`config.mk`:
```
export PLATFORM = sky130hd
export DESIGN_NAME = rotor_step_sequencer_flat
export DESIGN_NICKNAME = d
export VERILOG_FILES = /design/src/rtl/rotor_step_sequencer_if.sv /design/src/rtl/rotor_step_sequencer.sv /design/src/flat_wrapper.sv
export SDC_FILE = /design/constraint.sdc
export NUM_CORES = 1
export LEC_CHECK = 0
export CAP_MARGIN = 20
export CORE_UTILIZATION = 53
export CTS_CLUSTER_SIZE = 12
export DETAILED_ROUTE_END_ITERATION = 16
export GPL_ROUTABILITY_DRIVEN = 0
export PLACE_DENSITY_LB_ADDON = 0.05
export SLEW_MARGIN = 20
export SYNTH_ARGS = -nofsm -noshare
export SYNTH_HDL_FRONTEND = slang
export SYNTH_SLANG_ARGS = --single-unit
```
`constraint.sdc`:
```
create_clock -name clk -period 2.9 [get_ports clk]
set_clock_uncertainty 0.15 [all_clocks]
set_input_delay 0.58 -clock clk [delete_from_list [all_inputs] [get_ports clk]]
set_output_delay 0.58 -clock clk [all_outputs]
set_load 0.05 [all_outputs]
```
`src/rtl/rotor_step_sequencer_if.sv`:
```
// ----------------------------------------------------------------------------
// rotor_step_sequencer_if
//   Groups the letter input handshake and the result output handshake of the
//   rotor step sequencer.
//   slave  : sequencer view (accepts letters, presents results)
//   master : environment view (supplies letters, consumes results)
//   Signals:
//     in_valid  / in_char  / in_ready   letter input handshake (in_char 0-25)
//     out_valid / out_char / out_err / out_ready   result handshake
// ----------------------------------------------------------------------------
interface rotor_step_sequencer_if;
  logic       in_valid;
  logic [4:0] in_char;
  logic       in_ready;
  logic       out_valid;
  logic [4:0] out_char;
  logic       out_err;
  logic       out_ready;

  modport slave (
    input  in_valid, in_char, out_ready,
    output in_ready, out_valid, out_char, out_err
  );

  modport master (
    output in_valid, in_char, out_ready,
    input  in_ready, out_valid, out_char, out_err
  );
endinterface

```
`src/rtl/rotor_step_sequencer.sv`:
```
// ----------------------------------------------------------------------------
// rotor_step_sequencer
//   Sequences one letter at a time through an external rotor datapath.
//   On each accepted letter the three rotor positions step odometer-style
//   (with the rotor1 double-step), the datapath is given SETTLE cycles, and
//   its result is held on the output handshake until consumed.
//   Ports:
//     clk, rst                 clock, synchronous active-high reset
//     load, init_pos0..2       latch start positions (reduced mod 26) in IDLE
//     pos0..2                  current rotor positions to the datapath
//     path_char                letter driven into the datapath
//     path_result              datapath output letter
//     bus (slave)              letter input and result output handshakes
// ----------------------------------------------------------------------------
module rotor_step_sequencer #(
  parameter logic [4:0]  NOTCH0 = 5'd16,
  parameter logic [4:0]  NOTCH1 = 5'd4,
  parameter int unsigned SETTLE = 2
) (
  input  logic       clk,
  input  logic       rst,
  input  logic       load,
  input  logic [4:0] init_pos0,
  input  logic [4:0] init_pos1,
  input  logic [4:0] init_pos2,
  output logic [4:0] pos0,
  output logic [4:0] pos1,
  output logic [4:0] pos2,
  output logic [4:0] path_char,
  input  logic [4:0] path_result,
  rotor_step_sequencer_if.slave bus
);

  localparam logic [3:0] SETTLE_CNT = 4'(SETTLE);

  typedef enum logic [1:0] {
    S_IDLE        = 2'd0,
    S_STEP        = 2'd1,
    S_SETTLE_WAIT = 2'd2,
    S_HOLD        = 2'd3
  } state_t;

  state_t     state_q;
  logic [4:0] pos0_q, pos1_q, pos2_q;
  logic [4:0] path_char_q;
  logic [4:0] out_char_q;
  logic       out_err_q;
  logic       out_valid_q;
  logic [3:0] cnt_q;

  // Reduce a 5-bit value into the 0-25 letter range.
  function automatic logic [4:0] mod26(input logic [4:0] v);
    return (v > 5'd25) ? (v - 5'd26) : v;
  endfunction

  // Advance one rotor position, wrapping 25 back to 0.
  function automatic logic [4:0] inc26(input logic [4:0] v);
    return (v >= 5'd25) ? 5'd0 : (v + 5'd1);
  endfunction

  // Ready only in IDLE; a load in the same cycle takes priority over a letter,
  // and reset blocks acceptance combinationally.
  assign bus.in_ready  = (state_q == S_IDLE) && !load && !rst;
  assign bus.out_valid = out_valid_q;
  assign bus.out_char  = out_char_q;
  assign bus.out_err   = out_err_q;
  assign pos0          = pos0_q;
  assign pos1          = pos1_q;
  assign pos2          = pos2_q;
  assign path_char     = path_char_q;

  // Sequencer FSM with its registered positions, datapath letter and result.
  always_ff @(posedge clk) begin
    if (rst) begin
      state_q     <= S_IDLE;
      pos0_q      <= 5'd0;
      pos1_q      <= 5'd0;
      pos2_q      <= 5'd0;
      path_char_q <= 5'd0;
      out_char_q  <= 5'd0;
      out_err_q   <= 1'b0;
      out_valid_q <= 1'b0;
      cnt_q       <= 4'd0;
    end else begin
      case (state_q)
        S_IDLE: begin
          if (load) begin
            pos0_q <= mod26(init_pos0);
            pos1_q <= mod26(init_pos1);
            pos2_q <= mod26(init_pos2);
          end else if (bus.in_valid) begin
            path_char_q <= bus.in_char;
            state_q     <= S_STEP;
          end else begin
            state_q <= S_IDLE;
          end
        end
        S_STEP: begin
          if (path_char_q > 5'd25) begin
            // Out-of-range letter: echo it back flagged, rotors untouched.
            out_char_q  <= path_char_q;
            out_err_q   <= 1'b1;
            out_valid_q <= 1'b1;
            state_q     <= S_HOLD;
          end else begin
            // All step decisions use the pre-step positions; a rotor1 sitting
            // on its notch steps itself and rotor2 (the double-step).
            pos0_q <= inc26(pos0_q);
            if ((pos0_q == NOTCH0) || (pos1_q == NOTCH1)) begin
              pos1_q <= inc26(pos1_q);
            end else begin
              pos1_q <= pos1_q;
            end
            if (pos1_q == NOTCH1) begin
              pos2_q <= inc26(pos2_q);
            end else begin
              pos2_q <= pos2_q;
            end
            cnt_q   <= SETTLE_CNT;
            state_q <= S_SETTLE_WAIT;
          end
        end
        S_SETTLE_WAIT: begin
          // The last settle cycle is the one that sees the counter at 1.
          if (cnt_q <= 4'd1) begin
            cnt_q       <= 4'd0;
            out_char_q  <= path_result;
            out_err_q   <= 1'b0;
            out_valid_q <= 1'b1;
            state_q     <= S_HOLD;
          end else begin
            cnt_q <= cnt_q - 4'd1;
          end
        end
        S_HOLD: begin
          if (bus.out_ready) begin
            out_valid_q <= 1'b0;
            state_q     <= S_IDLE;
          end else begin
            state_q <= S_HOLD;
          end
        end
        default: begin
          out_valid_q <= 1'b0;
          state_q     <= S_IDLE;
        end
      endcase
    end
  end

endmodule
```
`src/flat_wrapper.sv`:
```
// flat-port wrapper written by rule: the top's interface ports become plain ports
module rotor_step_sequencer_flat 
#(
  parameter logic [4:0]  NOTCH0 = 5'd16,
  parameter logic [4:0]  NOTCH1 = 5'd4,
  parameter int unsigned SETTLE = 2
)
  (clk, rst, load, init_pos0, init_pos1, init_pos2, pos0, pos1, pos2, path_char, path_result, bus_in_valid, bus_in_char, bus_out_ready, bus_in_ready, bus_out_valid, bus_out_char, bus_out_err);
  rotor_step_sequencer_if bus_i ();
  input  logic clk;
  input  logic rst;
  input  logic load;
  input  logic [4:0] init_pos0;
  input  logic [4:0] init_pos1;
  input  logic [4:0] init_pos2;
  output logic [4:0] pos0;
  output logic [4:0] pos1;
  output logic [4:0] pos2;
  output logic [4:0] path_char;
  input  logic [4:0] path_result;
  input wire logic [$bits(bus_i.in_valid)-1:0] bus_in_valid;
  input wire logic [$bits(bus_i.in_char)-1:0] bus_in_char;
  input wire logic [$bits(bus_i.out_ready)-1:0] bus_out_ready;
  output wire logic [$bits(bus_i.in_ready)-1:0] bus_in_ready;
  output wire logic [$bits(bus_i.out_valid)-1:0] bus_out_valid;
  output wire logic [$bits(bus_i.out_char)-1:0] bus_out_char;
  output wire logic [$bits(bus_i.out_err)-1:0] bus_out_err;
  assign bus_i.in_valid = bus_in_valid;
  assign bus_i.in_char = bus_in_char;
  assign bus_i.out_ready = bus_out_ready;
  assign bus_in_ready = bus_i.in_ready;
  assign bus_out_valid = bus_i.out_valid;
  assign bus_out_char = bus_i.out_char;
  assign bus_out_err = bus_i.out_err;
  rotor_step_sequencer #(.NOTCH0(NOTCH0), .NOTCH1(NOTCH1), .SETTLE(SETTLE)) u_core (.clk(clk), .rst(rst), .load(load), .init_pos0(init_pos0), .init_pos1(init_pos1), .init_pos2(init_pos2), .pos0(pos0), .pos1(pos1), .pos2(pos2), .path_char(path_char), .path_result(path_result), .bus(bus_i));
endmodule
```
=== Word-level counts from Yosys, hierarchy flattened ===
Cells that the tools add are included.

* Bits in registers: 33
* Input bits: 30
* Output and inout bits: 28
* Logic and storage cells: 90

* Add/subtract/negate cells: 7
* Order comparisons: 8
* Equal/unequal tests: 13
* Multiplexer cells: 35
* Bitwise gates (word level): 1
* Reductions and logical operators: 17

{| class="wikitable"
|+ Operator list
! cell !! number
|-
| 2-to-1 mux 5 bit || 16
|-
| one-hot mux 5 bit (2 select lines) || 4
|-
| greater-than comparator 5 bit (second input constant) || 4
|-
| adder 5 x 1 -> 5 bit (second input constant) || 3
|-
| greater-or-equal comparator 5 bit (second input constant) || 3
|-
| subtractor 5 bit (second input constant) || 3
|-
| AND reduction 4 bit || 3
|-
| AND reduction 3 bit || 3
|-
| 2-to-1 mux 4 bit || 2
|-
| != test 2 x 1 -> 1 bit (second input constant) || 4
|-
| != test 2 bit (second input constant) || 4
|-
| one-hot mux 2 bit (4 select lines) || 1
|-
| one-hot mux 4 bit (2 select lines) || 1
|-
| 2-to-1 mux 1 bit || 6
|-
| 2-to-1 mux 2 bit || 3
|-
| == test 5 x 3 -> 1 bit (second input constant) || 1
|-
| == test 5 bit (second input constant) || 1
|-
| == test 2 bit (second input constant) || 2
|-
| <= comparator 4 x 1 -> 1 bit (second input constant) || 1
|-
| AND reduction 2 bit || 2
|-
| nonzero test 2 bit || 2
|-
| subtractor 4 x 1 -> 4 bit (second input constant) || 1
|-
| one-hot mux 1 bit (3 select lines) || 1
|-
| nonzero test 3 bit || 1
|-
| 7 further kinds || 9
|}

=== Logic depth before layout (Yosys ltp) ===
Gate-level depths: netlist (run 1).

* Depth after elaboration: 5
* Depth in mapped cells: 8
* Gate-level depth less buffers: 7

=== Least setup slack after synthesis (run 1) ===
No wires, ideal clock.

* Path type: input-to-output
* From: input port rst
* To: output port bus_in_ready
* Arrival: 2.095 ns
* Data required time: 2.170 ns
* Slack: 0.075 ns
* Cell stages on the path: 3
* Path buffers: 2
* Path through: clkbuf_1 clkbuf_1 nor3b_1

* Longest elaborated chain between the ends: 2

{| class="wikitable"
|+ Ends and longest elaborated chain
! what !! line !! source
|-
| from (decl) || flat_wrapper.sv:11 || <nowiki>input logic rst;</nowiki>
|-
| zero test 1 bit || rotor_step_sequencer.sv:63 || <nowiki>assign bus.in_ready = (state_q == S_IDLE) && !load && !rst;</nowiki>
|-
| logical AND 1 bit || rotor_step_sequencer.sv:63 ||
|-
| to (decl) || flat_wrapper.sv:24 || <nowiki>output wire logic [$bits(bus_i.in_ready)-1:0] bus_in_ready;</nowiki>
|}

No other way between the ends.

=== Worst setup path after layout (run 1) ===
* From: input port init_pos2[1]
* To: register u_core.pos2_q[2], in the netlist u_core.pos2[2]

* Longest elaborated chain between the ends: 4
* Elaborated cells on any way between the ends: 5
* Those cells by class: add/sub: 1; order compare: 1; mux: 3

{| class="wikitable"
|+ Ends and longest elaborated chain
! what !! line !! source
|-
| from (decl) || flat_wrapper.sv:15 || <nowiki>input logic [4:0] init_pos2;</nowiki>
|-
| subtractor 5 bit / greater-than comparator 5 bit (equally long branches) || rotor_step_sequencer.sv:53 || <nowiki>return (v > 5'd25) ? (v - 5'd26) : v;</nowiki>
|-
| 2-to-1 mux 5 bit * || rotor_step_sequencer.sv:53 ||
|-
| 2-to-1 mux 5 bit * || rotor_step_sequencer.sv:87 || <nowiki>if (load) begin</nowiki>
|-
| one-hot mux 5 bit (2 select lines) * || rotor_step_sequencer.sv:85 || <nowiki>case (state_q)</nowiki>
|-
| to (signal assigned) || rotor_step_sequencer.sv:90 || <nowiki>pos2_q <= mod26(init_pos2);</nowiki>
|-
| to (signal assigned) || rotor_step_sequencer.sv:115 || <nowiki>pos2_q <= inc26(pos2_q);</nowiki>
|-
| to (signal assigned) || rotor_step_sequencer.sv:117 || <nowiki>pos2_q <= pos2_q;</nowiki>
|-
| to (decl) || rotor_step_sequencer.sv:44 || <nowiki>logic [4:0] pos0_q, pos1_q, pos2_q;</nowiki>
|}

Mark *: on every way between the ends. The rest lies on a longest branch, timed or not. The select of a mux whose other input is x is not followed.
A chain may end at the register's enable or synchronous reset.

==> results.md, run 1 <==
- Sw Share: 0.3677
- WHS: 328.4 ps
- DRT iter0 DRCs: 103
- Vias per cell: 5.723
- CTS H-tree depth: 2
- Area growth, synth to finish: 32.93%
- Pin count of the biggest net entering global routing: 35
- DP Cell Count: 382
- Internal cell power: 0.001027 W
- Hold Path Stages: 2
- FF-to-FF Start: u_core.state_q[1]
- Synth Net Count: 331
- Min Tclk post-route: between 2000 and 2500 ps
- Grt ovf: 0
- Crit end category: register
- Hold buffer count at CTS: 0
- Peak VDD IR: 343.1 uV
- Logic gate share of total power: 0.377
- Antenna diode count: 0
- Crit Path Max Fanout: 3
- Row count: 23
- Fillers: around 320
- Fin. Hold Viols: 0
- Timing-limited maximum frequency: 408.3 MHz
- Total Power: 0.001624 W
- Clock sink count: 33
- DP Worst Slack: 155.6 ps
- Post-Syn Instances: between 200 and 300
- Crit path max-delay cell type: clkdlybuf4s50_1
- Adder-Cell Fraction of Synth Area: 0.1154
- Net Switching: ~0.00060 W
- Skew-Pair Late Insertion Delay: 280 ps
- Final setup viols: 0
- Core ar.: 0.004058 sq mm
- Pre-Repair DR Iteration Count: 4
- Worst Path Arrival: 2520 ps
- Crit share post-route: 0.8445
- Largest family of logic cells by synthesized area: compound AO/OA/AOI/OAI gates
- CTS tree: built
- Chip height: approximately 68 um
- Port bufs: between 50 and 60
- Final Non-Filler Cells: just under 400
- Share of layout cells above drive strength 1: 0.06471
- Post-synthesis compound-gate area fraction: 0.2600
- Fin worst setup slack: between 400 and 500 ps
- Clk buf depth: 2
- Reg2Reg Depth: 8
- Async SR Flop Fraction: 0
- Most used DFF post-synth: dfxtp_1
- CTS-repair resized insts: 0
- Antenna violations before repair: 0
- Hold Crit Class: reg -> reg
- Die X: around 68 um
- Vias in the first global route: 1990
- WHS Endpoint: u_core.bus.out_valid
- Startpoint Class: input pin
- Post-synth EDFFs: 0
- Reg2reg setup slack: approximately 660 ps
- Final slew viol count: 0
- Clock root buffer: clkbuf_8
- RSZ-0062 raised after global routing: false
- Final WL: 5513 um
- Routed vias: 2232
- Final Net Count: 390
- Power density over the cells: 536.6 mW/mm^2
- Distinct cells, synth: 53
- Xor-xnor portion of the synthesized cell area: 0.007697
- Post-DP HPWL: 4150 um
- Register bit total from synthesis: 33
- Mean Syn Cell Area: 8.128 sq um
- Seq/Total Area, Yosys: 0.2903
- Residual DRC count: 0
- Clock group share of total power: 0.276
- ANT nets after route: 0
- Max-Cap Viols: 0
- CP Cell Sequence: clkdlybuf4s50_1, inv_1, ha_1, a21boi_0, nor4b_1, mux2i_1, a22oi_1, a21oi_1
- RR Endpoint: u_core.pos1[1]
- Register share of total power: 0.347
- Slew margin rel.: 0.5955
- Synthesized area: 0.002276 sq mm
- Post-CTS Repair Setup Buffers: 0
- Hold path start: u_core.bus.out_valid
- TNS Setup: 0 ps
- Multiplexer share of the synthesized area: 0.06707
- Worst Tran Pin Value: 600.5 ps
- WP data required: roughly 3000 ps
- Top-level I/O count: 58
- Synth Area in Simple Gates: 0.2007
- Setup CP Type: in -> reg
- Outcome: finished clean
- GRT Util Overall: 0.2564
- Max incr delay on CP: roughly 500 ps
- Yosys warns: 0
- LEAKAGE: 1.198 nW
- Die ar.: 0.004560 sq mm
- First-pass GRT wire length: a little under 9000 um
- Initial core utilization: 0.5609
- Cts bufs inserted: 5
- CTS clk-pin slew, worst paths: 70 ps
- Avg WL per Cell: about 14 um
-- registers in the layout (all words and copies together) (netlist names) --
name and count:
u_core.cnt_q 4, u_core.bus.out_char 5, u_core.bus.out_valid 1, u_core.pos0 5
u_core.pos2 5, u_core.path_char 5, u_core.pos1 5, u_core.bus.out_err 1
u_core.state_q 2
-- Yosys cell counts, drive strengths merged (2+ instances only) --
cell     count  share of area
o211ai       2         0.0066
a211oi       9          0.030
nor2        35          0.058
xnor2        2         0.0077
clkbuf       6         0.0099
nor4         2         0.0055
a211o        2         0.0082
a21o         2         0.0066
ha          21           0.12
a311oi       3          0.014
nand3        7          0.015
inv         25          0.041
a22oi        4          0.013
mux2i       13          0.057
dfxtp       33           0.29
a2bb2oi      2         0.0077
nand4bb      2         0.0099
o31ai        3          0.012
a21oi       16          0.037
mux2         2         0.0099
nor2b        2         0.0055
o311a        2         0.0093
o21ai       23          0.051
nand2       16          0.026
nand2b       2         0.0055
and3         6          0.016
nor3         8          0.018
a21boi       3          0.012
buf          3         0.0077
nand3b       3         0.0099
nor3b        5          0.016
a31oi        2         0.0055
-- stage by stage --
| stage | util | instance area (sq um) |
|---|---|---|
| 2_1_floorplan | - | 2276 |
| 3_3_place_gp | 0.7169 | 2909 |
| 3_5_place_dp | 0.7169 | 2909 |
| 4_1_cts | 0.7456 | 3025 |
| 5_1_grt | 0.7456 | 3025 |
| 6_report | 0.7456 | 3025 |
-- critical path, delay by kind of cell --
family	cells	cell delay (ps)
buf+inv	2	590
simple gates	1	490
compound gates	3	390
mux	1	250
fa+ha+maj	1	220
-- metal layers --
| metal | GRT usage | wire length [um] | vias up |
|---|---|---|---|
| met5 | 0 | 0 | - |
| met2 | 0.4505 | 2687 | 62 |
| li1 | - | - | 1140 |
| met4 | 0.05585 | 0 | 0 |
| met3 | 0.05405 | 238 | 0 |
| met1 | 0.3166 | 2587 | 1030 |
-- worst max path at each step --
| stage | startpoint | to | slack (ps) | cells past startpoint |
|---|---|---|---|---|
| floorplan | rst | bus_in_ready | 80 | 3 |
| global placement | init_pos2[1] | u_core.pos2[2] | 250 | 8 |
| detailed placement | init_pos2[1] | u_core.pos2[2] | 160 | 8 |
| CTS | init_pos2[1] | u_core.pos2[2] | 450 | 8 |
| global route | init_pos2[1] | u_core.pos2[2] | 290 | 8 |
| finish | init_pos2[1] | u_core.pos2[2] | 450 | 8 |
-- power by group through the flow --
stage | sequential, W | combinational, W | clock, W
final | 0.000563 | 0.000613 | 0.000448
after global routing | 0.000572 | 0.000665 | 0.000467
after CTS | 0.000563 | 0.000613 | 0.000454
after detailed placement | 0.000572 | 0.000609 | 0
after global placement | 0.000570 | 0.000598 | 0
after floorplan | 0.000714 | 0.000262 | 0
-- layout by cell type, fill, tap and decap left out, types with 3 or more instances in the layout --
| cell type | count |
|---|---|
| nor2_1 | 35 |
| mux2i_1 | 13 |
| ha_1 | 21 |
| nor3_1 | 8 |
| o21ai_0 | 23 |
| dfxtp_1 | 33 |
| and3_1 | 6 |
| nor3b_1 | 5 |
| a22oi_1 | 4 |
| clkdlybuf4s50_1 | 56 |
| a21oi_1 | 15 |
| clkbuf_8 | 6 |
| buf_4 | 4 |
| a211oi_1 | 9 |
| nand3b_1 | 3 |
| nand2_1 | 16 |
| nand3_1 | 7 |
| inv_1 | 25 |
-- cell families after synthesis --
family	count (synthesis)
adders and majority gates	21
AOI/OAI and AO/OA	83
muxes	15
and+or+nand+nor	92
buffers and inverters	34
DFF	33
xor gates and xnor gates	2
-- area by class of cell --
cell class              instances  area [sq um]  area share
multi-input cells             213          1481      0.4897
flip-flops and latches         33         660.6      0.2184
repair buffers                 61         610.6      0.2018
inverters                      25         93.84     0.03102
clock buffers                   7         86.33     0.02854
well taps                      50         62.56     0.02068
clock inverters                 1         30.03    0.009926
Power figures use the tool's default switching activity.
==> inputs of run 2 (changes only) <==
--- a/config.mk
+++ b/config.mk
@@ -6,7 +6,7 @@
 export NUM_CORES = 1
 export LEC_CHECK = 0
 export CAP_MARGIN = 20
-export CORE_UTILIZATION = 53
+export CORE_UTILIZATION = 49
 export CTS_CLUSTER_SIZE = 12
 export DETAILED_ROUTE_END_ITERATION = 16
 export GPL_ROUTABILITY_DRIVEN = 0
==> constraint.sdc (replaced) <==
create_clock -name clk -period 2.5 [get_ports clk]
set_clock_uncertainty 0.15 [all_clocks]
set_input_delay 0.5 -clock clk [delete_from_list [all_inputs] [get_ports clk]]
set_output_delay 0.5 -clock clk [all_outputs]
set_load 0.05 [all_outputs]
==> run 2 against run 1 <==
Worst setup slack worse by 240 ps. Count of clock-buffer cells in the layout unchanged. Largest cell class unchanged. Register-to-register slack worse by 320 ps. Routed wire length up 2.3%. Sequential share of layout area down 0.51 points. Worst hold slack better by 4.5 ps. Power up 13%. Critical path depth down 7. Global-route usage down 2.1 points. Final cell count up 2.8%. Final area up 2.4%.
==> results.md, run 2 (same netlist as run 1, synthesis figures left out) <==
- Slew margin rel.: 0.6017 (was 0.5955)
- RR Endpoint: u_core.pos1[3] (was u_core.pos1[1])
- DP Worst Slack: -55.67 ps (was 155.6 ps)
- Outcome: finished clean (unchanged)
- CTS tree: built (unchanged)
- Fin. Hold Viols: 0 (unchanged)
- WP data required: 1850 ps (was 2970 ps)
- RSZ-0062 raised after global routing: false (unchanged)
- Min Tclk post-route: roughly 2300 ps
- Die X: 70.15 um (was 67.53 um)
- Power density over the cells: 590.3 mW/mm^2 (was 536.6 mW/mm^2)
- Initial core utilization: 0.5156 (was 0.5609)
- Final slew viol count: 0 (unchanged)
- Pre-Repair DR Iteration Count: 4 (unchanged)
- Crit path max-delay cell type: clkdlybuf4s50_1 (unchanged)
- Post-CTS Repair Setup Buffers: 0 (unchanged)
- Skew-Pair Late Insertion Delay: 290 ps (was 280 ps)
- LEAKAGE: 1.243 nW (was 1.198 nW)
- Crit-path leading delay family: buffers and inverters (unchanged)
- Reg2reg setup slack: 340 ps (was 660 ps)
- CP Cell Sequence: clkdlybuf4s50_1 (was clkdlybuf4s50_1, inv_1, ha_1, a21boi_0, nor4b_1, mux2i_1, a22oi_1, a21oi_1)
- Hold buffer count at CTS: 0 (unchanged)
- WP buf/inv: 1 (was 2)
- Cts bufs inserted: 5 (unchanged)
- Clk buf depth: 2 (unchanged)
- Peak VDD IR: 301.8 uV (was 343.1 uV)
- Vias per cell: 5.686 (was 5.723)
- Worst Tran Pin Value: 591.2 ps (was 600.5 ps)
- Final setup viols: 0 (unchanged)
- Post-DP HPWL: 4083 um (was 4150 um)
- Core ar.: 0.004414 sq mm (was 0.004058 sq mm)
- Avg WL per Cell: 14.06 um (was 14.14 um)
- CTS-repair resized insts: 0 (unchanged)
- Max-Cap Viols: 0 (unchanged)
- Final WL: 5638 um (was 5513 um)
- Die ar.: 0.004921 sq mm (was 0.004560 sq mm)
- Clock sink count: 33 (unchanged)
- GRT Util Overall: 0.2355 (was 0.2564)
- Most frequent cells in the layout: clkdlybuf4s50_1, nor2_1, dfxtp_1 (unchanged)
- First-pass GRT wire length: 9411 um (was 8907 um)
- Timing-limited maximum frequency: 436.0 MHz
- Setup CP Type: reg -> out (was in -> reg)
- Top-level I/O count: 58 (unchanged)
- Chip height: 70.15 um (was 67.53 um)
- CTS clk-pin slew, worst paths: 70 ps (about the same)
- Startpoint Class: register (was input pin)
- Hold Crit Class: reg -> reg (unchanged)
- Placement-stage cell area: 0.002997 sq mm (was 0.002909 sq mm)
- ANT nets after route: 0 (unchanged)
- Residual DRC count: 0 (unchanged)
- Grt ovf: 0 (unchanged)
- Antenna violations before repair: 0 (unchanged)
- DRT iter0 DRCs: 97 (was 103)
- Final core utilization: 0.7018 (was 0.7456)
- Reg2Reg Depth: 8 (unchanged)
- Crit end category: output pin (was register)
- Final Net Count: 399 (was 390)
- Clock root buffer: clkbuf_8 (unchanged)
- Port bufs: 57 (unchanged)
- Vias in the first global route: 2098 (was 1990)
- Worst Path Arrival: 1640 ps (was 2520 ps)
- Finished Cell Area: 0.003098 sq mm (was 0.003025 sq mm)
- Hold path start: u_core.bus.out_valid (unchanged)
- Max incr delay on CP: 870 ps (was 500 ps)
- Hold Path Stages: 2 (unchanged)
- Row count: 24 (was 23)
- Area growth, synth to finish: 36.12% (was 32.93%)
- Antenna diode count: 0 (unchanged)
- WHS Endpoint: u_core.bus.out_valid (unchanged)
- Crit share post-route: 0.9174
- Crit Path Max Fanout: 7 (was 3)
- FF-to-FF Start: u_core.state_q[1] (unchanged)
- CTS H-tree depth: 2 (unchanged)
- Routed vias: 2280 (was 2232)
- Share of layout cells above drive strength 1: 0.09456 (was 0.06471)
- Pin count of the biggest net entering global routing: 35 (unchanged)
- Commonest non-fill, non-tap cell in the layout: clkdlybuf4s50_1 (unchanged)
- TNS Setup: 0 ps (unchanged)
- Fin worst setup slack: 206.4 ps (was 451.1 ps)
## run 2: changes by cell type in the layout (fill, tap and decap cells not counted)
| cell | previous run | this run |
|---|---|---|
| buf_12 | 1 | 2 |
| clkinv_2 | 0 | 1 |
| buf_4 | 4 | 12 |
| clkbuf_1 | 1 | 0 |
| clkbuf_8 | 6 | 7 |
| bufinv_16 | 1 | 0 |
| nor3b_1 | 5 | 4 |
| nor3b_2 | 0 | 1 |
## run 2: worst max-delay path by stage
stage | slack, ps | depth (start not counted) | end | from
after floorplan | 320 | 7 | u_core.pos0[1] | u_core.pos0[1]
after global placement | 1 | 8 | u_core.pos0[1] | init_pos0[1]
after detailed placement | -60 | 9 | u_core.pos2[2] | init_pos2[1]
after CTS | 210 | 1 | pos0[0] | u_core.pos0[0]
after global routing | 100 | 9 | u_core.pos2[2] | init_pos2[2]
final | 210 | 1 | pos0[0] | u_core.pos0[0]
## run 2: through the flow
step / hold WS [ps] / cells / total power [W]
5_1_grt: 365.2 / 401 / 0.001930
3_3_place_gp: 308.3 / 393 / 0.001373
6_report: 332.9 / 401 / 0.001829
4_1_cts: 334.4 / 401 / 0.001839
3_5_place_dp: 325.0 / 393 / 0.001388
2_1_floorplan: 327.9 / 280 / 0.001132
## run 2: final cells by class
type	instances	area [sq um]
Clock buffer	7	96.34
Clock inverter	1	5.005
Fill cell	389	1316
Inverter	25	93.84
Multi-Input combinational cell	213	1486
Sequential cell	33	660.6
Tap cell	52	65.06
Timing Repair Buffer	70	690.7
## run 2: power breakdown
group,internal [W],switching (W)
clock,0.000249,0.000199
combinational,0.000295,0.000431
sequential,0.000584,0.0000707
total,0.00113,0.000701
## run 2: layer usage
metal / up-vias / part of all wire / GRT usage
li1: 1157 / - / -
met1: 1055 / 0.48 / 0.3070
met2: 61 / 0.46 / 0.3964
met3: 7 / 0.045 / 0.04329
met4: 0 / 0.010 / 0.06667
met5: - / 0 / 0
